--- src/rtl/risc_v_pkg.sv ---
// ---------------------------------------------------------------------------
// risc_v_pkg : shared core types and constants (fetch states, NOP, opcodes)
// Revision   : 1.0
// ---------------------------------------------------------------------------
`default_nettype none

package risc_v_pkg;

  localparam int unsigned XLEN      = 32;
  localparam logic [31:0] NOP_INSTR = 32'h0000_0013;

  localparam logic [6:0] OPC_JAL    = 7'b1101111;
  localparam logic [6:0] OPC_JALR   = 7'b1100111;
  localparam logic [6:0] OPC_BRANCH = 7'b1100011;

  typedef enum logic [1:0] {
    S_REQ   = 2'd0,
    S_WAIT  = 2'd1,
    S_HOLD  = 2'd2,
    S_DRAIN = 2'd3
  } fetch_state_e;

endpackage

`default_nettype wire

--- src/rtl/instr_fetch.sv ---
// ---------------------------------------------------------------------------
// instr_fetch : PC owner, single-outstanding imem fetch, holds instr for decode
// Revision    : 1.0
// ---------------------------------------------------------------------------
`default_nettype none

module instr_fetch
  import risc_v_pkg::*;
#(
  parameter int unsigned       XLEN      = risc_v_pkg::XLEN,
  parameter logic [XLEN-1:0]   RESET_PC  = '0,
  parameter logic [XLEN-1:0]   NOP_INSTR = risc_v_pkg::NOP_INSTR
) (
  input  logic            clk_i,
  input  logic            rst_i,
  input  logic            redirect_i,
  input  logic [XLEN-1:0] redirect_pc_i,
  input  logic            instr_ready_i,
  output logic            imem_req_o,
  output logic [XLEN-1:0] imem_addr_o,
  input  logic            imem_gnt_i,
  input  logic            imem_rvalid_i,
  input  logic [XLEN-1:0] imem_rdata_i,
  output logic            instr_valid_o,
  output logic [XLEN-1:0] instr_o,
  output logic [XLEN-1:0] pc_o,
  output logic [XLEN-1:0] pc_plus4_o,
  output logic            misaligned_o
);

  fetch_state_e    state_q, state_d;
  logic [XLEN-1:0] pc_q, pc_d;
  logic [XLEN-1:0] instr_q, instr_d;
  logic            misaligned_q, misaligned_d;
  logic [XLEN-1:0] pc_inc;

  assign pc_inc = pc_q + XLEN'(4);

  always_ff @(posedge clk_i) begin
    if (rst_i) begin
      state_q      <= S_REQ;
      pc_q         <= RESET_PC;
      instr_q      <= NOP_INSTR;
      misaligned_q <= 1'b0;
    end else begin
      state_q      <= state_d;
      pc_q         <= pc_d;
      instr_q      <= instr_d;
      misaligned_q <= misaligned_d;
    end
  end

  always_comb begin
    state_d      = state_q;
    pc_d         = pc_q;
    instr_d      = instr_q;
    misaligned_d = redirect_i && (redirect_pc_i[1:0] != 2'b00);

    case (state_q)
      S_REQ: begin
        if (imem_gnt_i) state_d = S_WAIT;
      end
      S_WAIT: begin
        if (imem_rvalid_i) begin
          instr_d = imem_rdata_i;
          state_d = S_HOLD;
        end
      end
      S_HOLD: begin
        if (instr_ready_i) begin
          pc_d    = pc_inc;
          instr_d = NOP_INSTR;
          state_d = S_REQ;
        end
      end
      S_DRAIN: begin
        if (imem_rvalid_i) state_d = S_REQ;
      end
      default: state_d = S_REQ;
    endcase

    // Redirect overrides all sequencing; a granted-but-unreturned request
    // must still be drained so its stale data never reaches the decoder.
    if (redirect_i) begin
      pc_d    = {redirect_pc_i[XLEN-1:2], 2'b00};
      instr_d = NOP_INSTR;
      case (state_q)
        S_REQ:   state_d = imem_gnt_i    ? S_DRAIN : S_REQ;
        S_WAIT:  state_d = imem_rvalid_i ? S_REQ   : S_DRAIN;
        S_HOLD:  state_d = S_REQ;
        S_DRAIN: state_d = imem_rvalid_i ? S_REQ   : S_DRAIN;
        default: state_d = S_REQ;
      endcase
    end
  end

  assign imem_req_o    = (state_q == S_REQ) && !rst_i;
  assign imem_addr_o   = pc_q;
  assign instr_valid_o = (state_q == S_HOLD);
  assign instr_o       = (state_q == S_HOLD) ? instr_q : NOP_INSTR;
  assign pc_o          = pc_q;
  assign pc_plus4_o    = pc_inc;
  assign misaligned_o  = misaligned_q;

  a_rvalid_expected: assert property (@(posedge clk_i) disable iff (rst_i)
    !(imem_rvalid_i && (state_q == S_REQ || state_q == S_HOLD)));
  a_gnt_with_req: assert property (@(posedge clk_i) disable iff (rst_i)
    !(imem_gnt_i && !imem_req_o));

endmodule

`default_nettype wire

--- config.mk ---
export PLATFORM = sky130hd
export DESIGN_NAME = instr_fetch
export DESIGN_NICKNAME = d
export VERILOG_FILES = /design/src/rtl/risc_v_pkg.sv /design/src/rtl/instr_fetch.sv
export SDC_FILE = /design/constraint.sdc
export NUM_CORES = 1
export LEC_CHECK = 0
export ABC_AREA = 0
export CAP_MARGIN = 20
export CORE_MARGIN = 4
export CORE_UTILIZATION = 43
export CTS_CLUSTER_SIZE = 14
export DETAILED_ROUTE_END_ITERATION = 10
export PLACE_DENSITY = 0.86
export REMOVE_ABC_BUFFERS = 1
export SKIP_CTS_REPAIR_TIMING = 1
export SYNTH_ARGS = -nofsm -noshare
export SYNTH_HDL_FRONTEND = slang
export SYNTH_SLANG_ARGS = --single-unit
--- constraint.sdc ---
create_clock -name clk_i -period 3.24 [get_ports clk_i]
set_clock_uncertainty 0.15 [all_clocks]
set_input_delay 0.324 -clock clk_i [delete_from_list [all_inputs] [get_ports clk_i]]
set_output_delay 0.324 -clock clk_i [all_outputs]
set_load 0.02 [all_outputs]
==> impl_metrics.ini <==
[final_layout]
areaGrowthSynthToFinish_pct = 54.3
final_nets = 713
n_fill_cell = 692
antenna_cells = 0
layout-drive-gt1-share_pct = 9.27

[power]
comb_power_share_pct = 24.2
power.share.sequential_pct = 40.7
power.total_mw = 2.17
switchingPower_uw = 632
power.clock.fraction_pct = 35.0
p_leak_nw = 2.26
netSwitchingFraction_pct = 29.2
powerDensity_nw_per_um2 = 364
peakVddDrop_uv = 245
internal_power_mw = 1.53

[sta]
worst_pin_slew_ns = 0.606
max_freq_mhz = 324
slew-limit-headroom_pct = 59.3
rsz_0062_raised_after_global_routing = no
finalSetupViolCount = 0
post_route_clock_period_utilization_pct = 95.2
final.hold.worst_slack_ns = 0.314
fin_crit_ns = 3.09
timing.final.max_slew_violations = 0
timing.final.hold_violations = 0

[drt]
number_of_optimization_iterations_in_the_first_detailed_route_pass = 4
detail-route-antenna-nets = 0
detailroute.via_count = 3966
detail_route.iter0.violations = 167
post_drt_via_cell_ratio = 5.25
post-route-drc-count = 0
routed_wire_length_per_instance_um = 16.3
route.final.wire_length_mm = 12.3

[critical_path]
worst-endpoint-arrival_ns = 2.61
crit_path_start_kind = register
crit_chain = nand3_2 -> or4_4 -> nor2_1 -> xor2_1 -> clkdlybuf4s50_1
path_delay_family = simple AND/OR/NAND/NOR gates
worstSetupPathType = reg2out
slowest_stage_cell_crit_path = clkdlybuf4s50_1
required_ns = 2.77
crit_path_end_kind = primary output
worstReg2RegStart = imem_addr_o[3]$_SDFFE_PP0P_
crit_path_start = imem_addr_o[3]$_SDFFE_PP0P_
crit_buf_inv = 1
cp_max_fo = 8
critical-path-max-stage-delay_ns = 0.63

[floorplanning]
start_util_pct = 44.2
coreArea_um2 = 8720
std_cell_rows = 34
chipHeight_um = 103
dieWidth_um = 103
die_outline_area_um2 = 10600
io-pin-count = 201

[clock_network]
clk_root_buffer_cell = clkbuf_8
clkTransAtPathRegs_ns = 0.08
clock-sinks = 65
htree_num_levels = 3
max-clock-path-buffers = 2
cts_tree = built
skew_pair_late_insertion_delay_ns = 0.33
cts_made_buffers = 9

[run]
maxCapViolations = 0

[synthesis]
synthesis.yosys.warnings = 0
avgSynthCellArea_um2 = 7.95
post_synth_inst_count = 485
yosys.area.top_type_share_pct = 33.7
most_area_consuming_cells_after_synthesis = dfxtp_1 34%, buf_4 7.0%, nor2_1 6.7%
yosys_register_bits = 65
synthDominantAreaCellType = dfxtp_1
seq_area_frac_synth_pct = 33.7
syn_area_um2 = 3860
yosys.cell_types.count = 46

[global_routing]
grt_start_max_net_pins = 49
globalRouteOverflowTotal = 0
grt_use_total_pct = 22.6
antenna_found_initial = 0
vias_in_the_first_global_route = 3875
grt_pass1_wl_mm = 19.1

[min_path]
holdCritPathClass = reg2reg
hold_path_startpoint = instr_q[4]$_SDFFE_PP1P_

[status]
outcome = completed

[placed_design]
detailedPlacementHpwl_mm = 9.18
final_gp_congestion = 0.881
numPortBuffers = 194
[metal layers]
layer  up-vias  part of all wire, %  GRT usage [%]
met5         -                    0              0
met4         0                  1.6           7.37
met3        14                  9.5           6.50
met2       188                   49           38.5
met1      1838                   40           27.5
li1       1926                    -              -
[sequential cells by signal, indices dropped and copies added (netlist names)]
signal / cells
instr_q: 32
imem_addr_o: 30
state_q: 2
misaligned_o: 1
[through the flow]
step	TNS, ns	cell area [µm²]	util (%)	cells	setup WS [ns]
finish	0	5950	68.2	755	0.155
CTS	-0.498	5890	67.6	752	-0.122
detailed placement	0	5670	65.1	736	0.247
global placement	0	5670	65.1	736	0.306
floorplan	0	3450	-	416	0.153
global route	0	5950	68.2	755	0.0227
[Yosys cell counts (all sizes together)]
cell,instances
and3,4
o2bb2ai,1
nand4b,1
buf,45
and4,4
o21ai,5
or3,3
ha,1
dfxtp,65
a21oi,13
a211oi,15
nor4,7
nor3,11
nor2b,1
a22oi,29
nand3,18
xor2,28
nand2,41
o31ai,1
mux2i,3
xnor2,23
or4,3
or2,3
nand2b,5
conb,1
a31o,1
o22ai,3
and2,30
a311oi,3
inv,3
clkbuf,29
and3b,1
nand3b,1
nand4,14
nor2,69
[cell type report]
| class | instances | area, µm² | share of cell area [%] |
|---|---|---|---|
| Clock buffer | 10 | 128 | 2.14 |
| Tap cell | 108 | 135 | 2.27 |
| Sequential cell | 65 | 1310 | 22.0 |
| Multi-Input combinational cell | 348 | 2150 | 36.1 |
| Inverter | 3 | 11.3 | 0.189 |
| Clock inverter | 6 | 91.3 | 1.53 |
| Timing Repair Buffer | 215 | 2130 | 35.7 |
[worst reg2reg max path: stages (launching register included)]
cell and delay (ns):
dfxtp_1 0.45, ha_1 0.24, nand3_1 0.16, buf_4 0.20, nor3_1 0.52, nand3_1 0.18, xor2_1 0.17, a211oi_1 0.22
[placed cells by master, fill, tap and decap left out, types with 16 or more instances in the layout]
master           instances
xnor2_1                 23
nor2_1                  68
and2_1                  30
xor2_1                  28
nand2_1                 40
nand3_1                 16
clkdlybuf4s50_1        188
dfxtp_1                 60
a22oi_1                 29
buf_4                   20
[kinds of logic after synthesis]
family,Yosys count,share of synthesized area [%]
AND/OR/NAND/NOR,216,29.2
buffers and inverters,77,11.4
AO/OA/AOI/OAI,71,12.8
flip-flops,65,33.7
XOR/XNOR,51,11.6
multiplexers,3,0.778
adder cells (fa/ha/maj),1,0.324
other,1,0.0972
[power groups by stage]
stage | clock, mW | combinational (mW) | sequential [mW]
floorplan | 0 | 0.163 | 0.957
global placement | 0 | 0.520 | 0.896
detailed placement | 0 | 0.524 | 0.900
CTS | 0.778 | 0.528 | 0.881
global route | 0.814 | 0.560 | 0.888
finish | 0.759 | 0.525 | 0.883
[final timing paths]
check                                 end  slack [ns]  depth (start not counted)
min reg2reg       instr_q[4]$_SDFFE_PP1P_        0.31                          2
min               instr_q[4]$_SDFFE_PP1P_        0.31                          2
max                        pc_plus4_o[15]        0.15                          5
max reg2reg  imem_addr_o[16]$_SDFFE_PP0P_        0.85                          7
No activity file was read; power rests on OpenSTA's default activity.
